--- config.mk ---
export PLATFORM = sky130hd
export DESIGN_NAME = pc
export DESIGN_NICKNAME = d
export VERILOG_FILES = /design/src/rtl/pc.sv
export SDC_FILE = /design/constraint.sdc
export NUM_CORES = 1
export LEC_CHECK = 0
export BUFFER_PORTS_ARGS = -buffer_cell sky130_fd_sc_hd__buf_4
export CORE_UTILIZATION = 40
export DETAILED_ROUTE_END_ITERATION = 16
export PLACE_DENSITY_LB_ADDON = 0.1
export SETUP_SLACK_MARGIN = 0.5
export SYNTH_ARGS = -nofsm -noshare
export SYNTH_HDL_FRONTEND = slang
export SYNTH_SLANG_ARGS = --single-unit
--- constraint.sdc ---
create_clock -name i_clk -period 0.8 [get_ports i_clk]
set_input_delay 0.08 -clock i_clk [delete_from_list [all_inputs] [get_ports i_clk]]
set_output_delay 0.08 -clock i_clk [all_outputs]
set_load 0.005 [all_outputs]
--- src/rtl/pc.sv ---
// Fetch-stage program counter: holds the current instruction address and loads
// the upstream next-PC value when the stage is enabled and not stalled.
module pc #(
   parameter int unsigned          WIDTH        = 32,
   parameter logic [WIDTH-1:0]     RESET_VECTOR = '0
) (
   input  logic             i_clk,
   input  logic             i_rst,
   input  logic             i_clk_en,
   input  logic             i_wr_en,
   input  logic [WIDTH-1:0] i_di,
   output logic [WIDTH-1:0] o_do
);

   // Stage enable and hazard stall both freeze the PC; reset dominates everything.
   always_ff @(posedge i_clk or posedge i_rst) begin
      if (i_rst) begin
         o_do <= RESET_VECTOR;
      end else if (i_clk_en && i_wr_en) begin
         o_do <= i_di;
      end
   end

endmodule

### After elaboration in Yosys (flattened, before gate mapping)

Index checks and enable logic that the tools add are counted.

* reduce and logical (&&, ||, !) cells: 1

Operators with widths (number)
* $logic_and 1x1->1: 1

* output and inout port bits: 32
* flip-flop bits (word level): 32
* bits of input ports: 36
* word-level logic and storage cells: 2

### Longest topological paths before layout

Gate-level depths: netlist of the first run.

* depth in word-level cells: 1
* depth in mapped cells: 3

### Least setup slack after synthesis of the first run

OpenSTA, ideal clock, no wires.

* path kind: input port to flip-flop
* start: in i_clk_en
* end: reg o_do[0]
* required time: 0.675 ns
* buffers on the path: 1
* data arrival time: 0.620 ns
* stages on the path: 3
* path slack: 0.055 ns
* cells stage by stage: nand2_4 > buf_12 > mux2_4

* word-level cells in the longest chain between the ends: 1

Ends and longest elaborated chain
* start, declared: RTL line 9 `input logic i_clk_en,`
* $logic_and 1x1->1: RTL line 19 `end else if (i_clk_en && i_wr_en) begin`
* end signal, assigned: RTL line 20 `o_do <= i_di;`
* end, declared: RTL line 12 `output logic [WIDTH-1:0] o_do`

No other way between the ends.
A chain may end at the register's enable or synchronous reset.

### Final worst setup path of the first run

* start: reg o_do[13]
* end: out o_do[13]

No word-level cell between the ends.

==> results of run 1 <==
==> path summary, 6_finish.rpt <==
path / start / end / cells after the start
max: o_do[13]$_DFFE_PP0P_ / o_do[13] / 1
min: i_rst / o_do[18]$_DFFE_PP0P_ / 3
max reg2reg: o_do[3]$_DFFE_PP0P_ / o_do[3]$_DFFE_PP0P_ / 2
min reg2reg: o_do[2]$_DFFE_PP0P_ / o_do[2]$_DFFE_PP0P_ / 1
max in group asynchronous: i_rst / o_do[26]$_DFFE_PP0P_ / 3
min in group i_clk: i_di[19] / o_do[19]$_DFFE_PP0P_ / 2
==> timing repair <==
item / 4_1_cts / 5_1_grt
setup buffers: 19 / 5
pin swaps: 0 / 0
hold endpoints to repair: 64 / 64
gates resized for setup: 32 / 8
endpoints found under the setup margin: 64 / 64
==> through the flow <==
step	hold slack, ns	instances	total power [mW]
6_report	-0.256	215	4.79
5_1_grt	-0.249	215	5.02
4_1_cts	-0.259	210	4.72
3_5_place_dp	0.127	183	3.09
3_3_place_gp	0.125	183	3.06
2_1_floorplan	0.00837	69	2.50
==> kinds of logic after synthesis <==
kind of cell	after synthesis
mux	32
buf+inv	4
flops	32
simple gates	1
==> final cells by class <==
type                            instances  area (um2)
Fill cell                             216         768
Clock buffer                            5        37.5
Multi-Input combinational cell         33         500
Tap cell                               44        55.1
Inverter                                1        7.51
Timing Repair Buffer                   97         916
Sequential cell                        32         801
Clock inverter                          3        42.5
==> cells in the final DEF (no fill, tap or decap) <==
| master | n |
|---|---|
| buf_6 | 40 |
| clkbuf_4 | 5 |
| mux2_4 | 32 |
| bufinv_16 | 1 |
| clkinvlp_4 | 2 |
| dfrtp_1 | 32 |
| buf_12 | 3 |
| clkinv_2 | 1 |
| nand2_8 | 1 |
| buf_4 | 54 |
==> power breakdown <==
group / internal (mW) / total, mW / leakage [nW] / switching (mW)
clock network: 0.651 / 1.24 / 0.0412 / 0.589
registers: 1.86 / 2.05 / 0.376 / 0.191
logic: 1.15 / 1.51 / 0.821 / 0.359
total: 3.65 / 4.79 / 1.24 / 1.14
==> per-layer routing <==
layer | vias up | share of wire [%]
li1 | 441 | -
met4 | 0 | 2.2
met2 | 42 | 51
met3 | 7 | 6.6
met1 | 473 | 40
met5 | - | 0
==> metrics.csv, run 1 <==
stage,metric,value,unit
synth,Synth top area share,59.4,%
layout,Area Growth Syn to Fin,75.0,%
clocking,CTS tree,done,
synth,Synth cell types,6,
power_and_ir_drop,Leak,1.24,nW
synth,post-synthesis async set-or-reset flop share,100,%
drt,TritonRoute pass-1 iters,3,
layout,final core occ,75.4,%
timing,Fmax,1030,MHz
flow_run,# Max-Cap Violations,0,
drt,DR vias/cell,4.48,
worst_setup_path,crit path launch type,flip-flop,
clocking,CTS Buf Count,5,
grt,gr usage total,18.5,%
min_path,Hold Path Class,input pin to asynchronous set/reset pin,
synth,Post-Synth Simple-Gate Area,0.835,%
drt,DR vias,963,
timing,RSZ-0062 raised after global routing,true,
power_and_ir_drop,pwr dens,2030,nW/um2
timing,Least-Margin Pin Slew,0.169,ns
synth,Synth Area in Adders,0,%
layout,largest registers,o_do (32),
placement,I/O Buffers,67,
timing,Max Transition Viols Final,0,
synth,"EDFF count, synth",0,
placement,dpl cell area,1950,um2
grt,Overflow after GRT,0,
placement,DP Worst Slack,-0.101,ns
clocking,clk slew on worst S/H paths,0.11,ns
worst_setup_path,Worst setup EP type,primary output,
layout,max FFs per register,32,
worst_setup_path,cells along the critical path,buf_6,
synth,Ys Warns,0,
floorplan,core footprint,3130,um2
floorplan,num rows,20,
clocking,Sink Count,32,
worst_setup_path,Reg2Reg Setup Slack,-0.11,ns
grt,vias in the first global route,1037,
timing,Final Hold Vio Count,64,
grt,grt met2 use,29.7,%
timing,Slew HR,88.7,%
worst_setup_path,Buf/Inv on CP,1,
timing,setup TNS,-7.04,ns
timing,final setup vio count,56,
worst_setup_path,Worst Path Required,0.72,ns
floorplan,io pins,68,
layout,Final nets,206,
worst_setup_path,critical path peak fanout,2,
timing,fin crit share,121,%
drt,initial DRC count,15,
grt,M3 GR Usage,5.41,%
floorplan,Die X,60.1,um
clocking,worst skew pair latency,0.34,ns
clocking,number of H-tree levels,2,
synth,main combinational cell family by area after synthesis,multiplexers,
drt,WL final,2.94,mm
grt,initial antenna violation count,0,
power_and_ir_drop,VDD IR max,971,uV
synth,Avg Inst Size Synth,19.5,um2
synth,post-synthesis mux area share,35.1,%
synth,Synth top cells by count,"32 x dfrtp_1, 30 x mux2_4, 3 x buf_12",
worst_setup_path,CP peak stage delay,0.42,ns
timing,"Min Clock Period, post-route",0.967,ns
synth,largest cells by area after synthesis,"dfrtp_1 59%, mux2_4 33%, buf_12 4.5%, mux2_2 1.7%, nand2_4 0.83%",
worst_setup_path,Crit Path Category,flip-flop to primary output,
synth,most frequent cell after synthesis,dfrtp_1,
placement,hpwl dp,1.88,mm
clocking,Clock Tree Buf Depth,2,
layout,n_diodes,0,
layout,final instance area,2360,um2
synth,xor/xnor share of the synthesized area,0,%
synth,Synth Area in Compound Gates,0,%
synth,Netlist Area Pre-Place,1350,um2
status,run status,"complete, but fails checks",
worst_setup_path,Worst Path Arrival,0.89,ns
worst_setup_path,Critical-path top delay cell,dfrtp_1,
floorplan,Initial Util,43.1,%
drt,DRC errors left,0,
grt,met1 Use GR,22.0,%
grt,first-pass GRT wire length,4.63,mm
layout,Top reg by flops,o_do,
worst_setup_path,family with the most delay on the worst path,flip-flops,
timing,Fin Clk Skew,0,ns
synth,Post-synth top flop,dfrtp_1,
synth,sequential share of the synthesized area,59.4,%
floorplan,chip height,60.1,um
timing,worst setup margin,-0.167,ns
grt,GR peak layer,met2,
synth,Yosys reg bits,32,
synth,"area leader, netlist",dfrtp_1,
grt,largest net degree at the start of global routing,33,
drt,Detail Route Antenna Nets,0,
timing,WHS,-0.256,ns
layout,layout cells sized above 1,81.3,%
clocking,Root Buffer Master,clkbuf_4,
drt,WL per Instance,13.7,um
status,failing checks,"negative hold slack, negative setup slack",
placement,global placer's final weighted congestion,0.593,
floorplan,die footprint,3610,um2
synth,syn_nets,105,
synth,Synth Instances,69,
Power figures use the tool's default switching activity.
==> run 2, diff against run 1 <==
--- a/config.mk
+++ b/config.mk
@@ -5,9 +5,11 @@
 export SDC_FILE = /design/constraint.sdc
 export NUM_CORES = 1
 export LEC_CHECK = 0
+export ABC_AREA = 1
 export BUFFER_PORTS_ARGS = -buffer_cell sky130_fd_sc_hd__buf_4
 export CORE_UTILIZATION = 40
 export DETAILED_ROUTE_END_ITERATION = 16
+export GPL_ROUTABILITY_DRIVEN = 0
 export PLACE_DENSITY_LB_ADDON = 0.1
 export SETUP_SLACK_MARGIN = 0.5
 export SYNTH_ARGS = -nofsm -noshare
==> run 2 against run 1 <==
- the run still ends with negative hold slack, negative setup slack left
- synthesized cell count grew 100%
- core utilization fell by 4.4 points
- clock power fell by 33%
- sequential power fell by 3%
- via count is 30% higher
- first-iteration DRC count increased to 3.1 times the previous value
==> metrics.csv, run 2 <==
stage,metric,value,unit,change
synth,Synth Area in Compound Gates,0,%,unchanged
drt,DR vias,1256,,was 963
placement,dpl cell area,1840,um2,was 1950 um2
synth,main combinational cell family by area after synthesis,simple AND/OR/NAND/NOR gates,,was multiplexers
power_and_ir_drop,net load switching power,1.08,mW,was 1.14 mW
worst_setup_path,CP peak stage delay,0.42,ns,about the same
floorplan,die footprint,3510,um2,was 3610 um2
grt,first-pass GRT wire length,5.10,mm,was 4.63 mm
synth,xor/xnor share of the synthesized area,0,%,unchanged
drt,DRC errors left,0,,unchanged
synth,"area leader, netlist",dfrtp_1,,unchanged
power_and_ir_drop,Logic pwr share,28.7,%,was 31.4%
worst_setup_path,Buf/Inv on CP,1,,unchanged
synth,Ys Warns,0,,unchanged
grt,Overflow after GRT,0,,unchanged
clocking,clk slew on worst S/H paths,0.09,ns,was 0.11 ns
clocking,worst skew pair latency,0.33,ns,was 0.34 ns
grt,largest net degree at the start of global routing,33,,unchanged
worst_setup_path,Worst Path Arrival,0.87,ns,was 0.89 ns
status,failing checks,"negative hold slack, negative setup slack",,unchanged
timing,Final Hold Vio Count,61,,was 64
synth,Synth Area in Adders,0,%,unchanged
placement,placed insts,244,,was 183
synth,Synth top area share,61.1,%,was 59.4%
timing,WHS,-0.225,ns,was -0.256 ns
timing,fin crit share,119,%,was 121%
layout,Final nets,256,,was 206
layout,Reg area,801,um2,unchanged
grt,vias in the first global route,1217,,was 1037
layout,max FFs per register,32,,unchanged
worst_setup_path,worst reg2reg startpoint,o_do[2]$_DFFE_PP0P_,,was o_do[3]$_DFFE_PP0P_
clocking,Clock Tree Buf Depth,2,,unchanged
timing,final setup vio count,34,,was 56
synth,sequential share of the synthesized area,61.1,%,was 59.4%
floorplan,Die X,59.2,um,was 60.1 um
drt,TritonRoute pass-1 iters,4,,was 3
synth,Synth Instances,141,,was 69
power_and_ir_drop,Sw Ratio,27.2,%,was 23.8%
synth,Post-Synth Simple-Gate Area,31.4,%,was 0.835%
layout,Area Growth Syn to Fin,66.9,%,was 75.0%
floorplan,chip height,59.2,um,was 60.1 um
drt,WL per Instance,12.8,um,was 13.7 um
worst_setup_path,Worst setup EP type,primary output,,unchanged
floorplan,Initial Util,42.6,%,was 43.1%
worst_setup_path,critical path startpoint,o_do[7]$_DFFE_PP0P_,,was o_do[13]$_DFFE_PP0P_
synth,Yosys reg bits,32,,unchanged
synth,most frequent cell after synthesis,nand2_1,,was dfrtp_1
synth,Post-synth top flop,dfrtp_1,,unchanged
synth,post-synthesis mux area share,0,%,was 35.1%
layout,"commonest non-fill, non-tap cells in the layout","52 x nand2_1, 45 x buf_6, 35 x buf_4",,"was 54 x buf_4, 40 x buf_6, 32 x mux2_4, 32 x dfrtp_1, 5 x clkbuf_4"
timing,Least-Margin Pin Slew,0.415,ns,was 0.169 ns
timing,Slew HR,72.3,%,was 88.7%
worst_setup_path,cells along the critical path,buf_6,,unchanged
grt,gr usage total,20.0,%,was 18.5%
timing,"Min Clock Period, post-route",0.951,ns,was 0.967 ns
power_and_ir_drop,clock share of power,21.1,%,was 25.9%
worst_setup_path,crit path launch type,flip-flop,,unchanged
layout,Non-Filler Instances,264,,was 215
power_and_ir_drop,VDD IR max,974,uV,was 971 uV
clocking,Sink Count,32,,unchanged
power_and_ir_drop,power share of the sequential group,50.2,%,was 42.7%
synth,Synth top cells by count,"64 x nand2_1, 32 x dfrtp_1, 32 x nand3_1",,"was 32 x dfrtp_1, 30 x mux2_4, 3 x buf_12"
worst_setup_path,critical path peak fanout,2,,unchanged
synth,Netlist Area Pre-Place,1310,um2,was 1350 um2
synth,"EDFF count, synth",0,,unchanged
flow_run,# Max-Cap Violations,0,,unchanged
worst_setup_path,Critical-path top delay cell,dfrtp_1,,unchanged
clocking,Root Buffer Master,clkbuf_4,,unchanged
synth,Avg Inst Size Synth,9.29,um2,was 19.5 um2
layout,# fillers,253,,was 216
drt,initial DRC count,46,,was 15
layout,Multi-input gate area,447,um2,was 500 um2
clocking,CTS tree,done,,unchanged
clocking,number of H-tree levels,2,,unchanged
synth,Synth cell types,7,,was 6
timing,worst setup margin,-0.151,ns,was -0.167 ns
timing,Fin Clk Skew,0,ns,unchanged
power_and_ir_drop,pwr dens,1810,nW/um2,was 2030 nW/um2
layout,"commonest non-fill, non-tap cell in the layout",nand2_1,,was buf_4
drt,WL final,3.39,mm,was 2.94 mm
power_and_ir_drop,Leak,1.18,nW,was 1.24 nW
floorplan,num rows,20,,unchanged
floorplan,core footprint,3080,um2,was 3130 um2
power_and_ir_drop,P_int,2.88,mW,was 3.65 mW
synth,syn_nets,177,,was 105
layout,largest registers,o_do (32),,unchanged
worst_setup_path,Crit Path Category,flip-flop to primary output,,unchanged
drt,Detail Route Antenna Nets,0,,unchanged
drt,DR vias/cell,4.76,,was 4.48
timing,setup TNS,-4.38,ns,was -7.04 ns
timing,Max Transition Viols Final,0,,unchanged
status,run status,"complete, but fails checks",,unchanged
layout,layout cells sized above 1,46.8,%,was 81.3%
min_path,Hold Path Class,input pin to asynchronous set/reset pin,,unchanged
timing,RSZ-0062 raised after global routing,true,,unchanged
layout,Top reg by flops,o_do,,unchanged
placement,I/O Buffers,67,,unchanged
layout,final instance area,2190,um2,was 2360 um2
layout,n_diodes,0,,unchanged
worst_setup_path,Worst Path Required,0.72,ns,about the same
clocking,CTS Buf Count,5,,unchanged
timing,Fmax,1050,MHz,was 1030 MHz
floorplan,io pins,68,,unchanged
synth,largest cells by area after synthesis,"dfrtp_1 61%, nand2_1 18%, nand3_1 12%, buf_4 4.6%, buf_6 2.6%",,"was dfrtp_1 59%, mux2_4 33%, buf_12 4.5%, mux2_2 1.7%, nand2_4 0.83%"
worst_setup_path,family with the most delay on the worst path,flip-flops,,unchanged
grt,initial antenna violation count,0,,unchanged
synth,post-synthesis async set-or-reset flop share,100,%,unchanged
==> run 2: cell count changes after synthesis, sizes merged <==
cell / before / now
nand3: 0 / 32
mux2: 32 / 0
nand2: 1 / 65
buf: 3 / 11
==> run 2: per-stage QoR <==
| stage | worst slack [ns] | power [mW] | util, % | hold WS, ns |
|---|---|---|---|---|
| after CTS | -0.158 | 3.81 | 66.7 | -0.231 |
| after global placement | 0.0214 | 2.74 | 59.7 | 0.124 |
| final | -0.151 | 3.96 | 71.0 | -0.225 |
| after floorplan | 0.226 | 2.27 | - | 0.00837 |
| after detailed placement | -0.0143 | 2.77 | 59.7 | 0.128 |
| after global routing | -0.203 | 4.21 | 71.0 | -0.240 |
==> run 2: final timing paths <==
check / to / slack, ns / depth (start not counted)
setup / recovery: o_do[7] / -0.15 / 1
hold / removal: o_do[7]$_DFFE_PP0P_ / -0.23 / 3
setup reg to reg: o_do[2]$_DFFE_PP0P_ / -0.03 / 4
hold reg to reg: o_do[19]$_DFFE_PP0P_ / 0.50 / 2
max in group asynchronous: o_do[23]$_DFFE_PP0P_ / 0.86 / 3
min in group i_clk: o_do[27]$_DFFE_PP0P_ / -0.03 / 3
==> run 2: kinds of logic (layout without fill, tap and decap cells) <==
| group | count (synthesis) | in the layout |
|---|---|---|
| and+or+nand+nor | 97 | 97 |
| buffers and inverters | 12 | 91 |
| DFF | 32 | 32 |
==> run 2: worst register-to-register path: stages, from the launching register on <==
cell,delay (ns)
dfrtp_1,0.41
buf_6,0.13
buf_6,0.10
nand2_2,0.04
nand2_1,0.05
==> run 2: layer usage <==
| layer | global-route usage [%] | vias up | part of all wire (%) |
|---|---|---|---|
| li1 | - | 602 | - |
| met4 | 7.48 | 0 | 1.0 |
| met3 | 7.42 | 6 | 6.7 |
| met2 | 35.5 | 51 | 53 |
| met1 | 21.5 | 597 | 40 |
| met5 | 0 | - | 0 |
==> run 2: area by class of cell <==
cell class	count	share of cell area [%]
clock inverters	1	0.229
inverters	1	0.343
flip-flops and latches	32	36.6
well taps	44	2.52
clock buffers	6	1.89
repair buffers	83	38.0
multi-input cells	97	20.4
==> run 2: what timing repair did <==
action,4_1_cts,5_1_grt
setup endpoints to repair,64,64
gates resized for setup,36,22
hold endpoints to repair,64,61
pin swaps,2,15
setup buffers,5,8
==> run 2: power by group through the flow <==
stage | combinational [mW] | clock [mW] | sequential [mW]
after global placement | 0.782 | 0 | 1.95
after CTS | 0.982 | 0.858 | 1.97
after detailed placement | 0.804 | 0 | 1.96
final | 1.14 | 0.835 | 1.99
after global routing | 1.24 | 0.960 | 2.01
after floorplan | 0.305 | 0 | 1.97
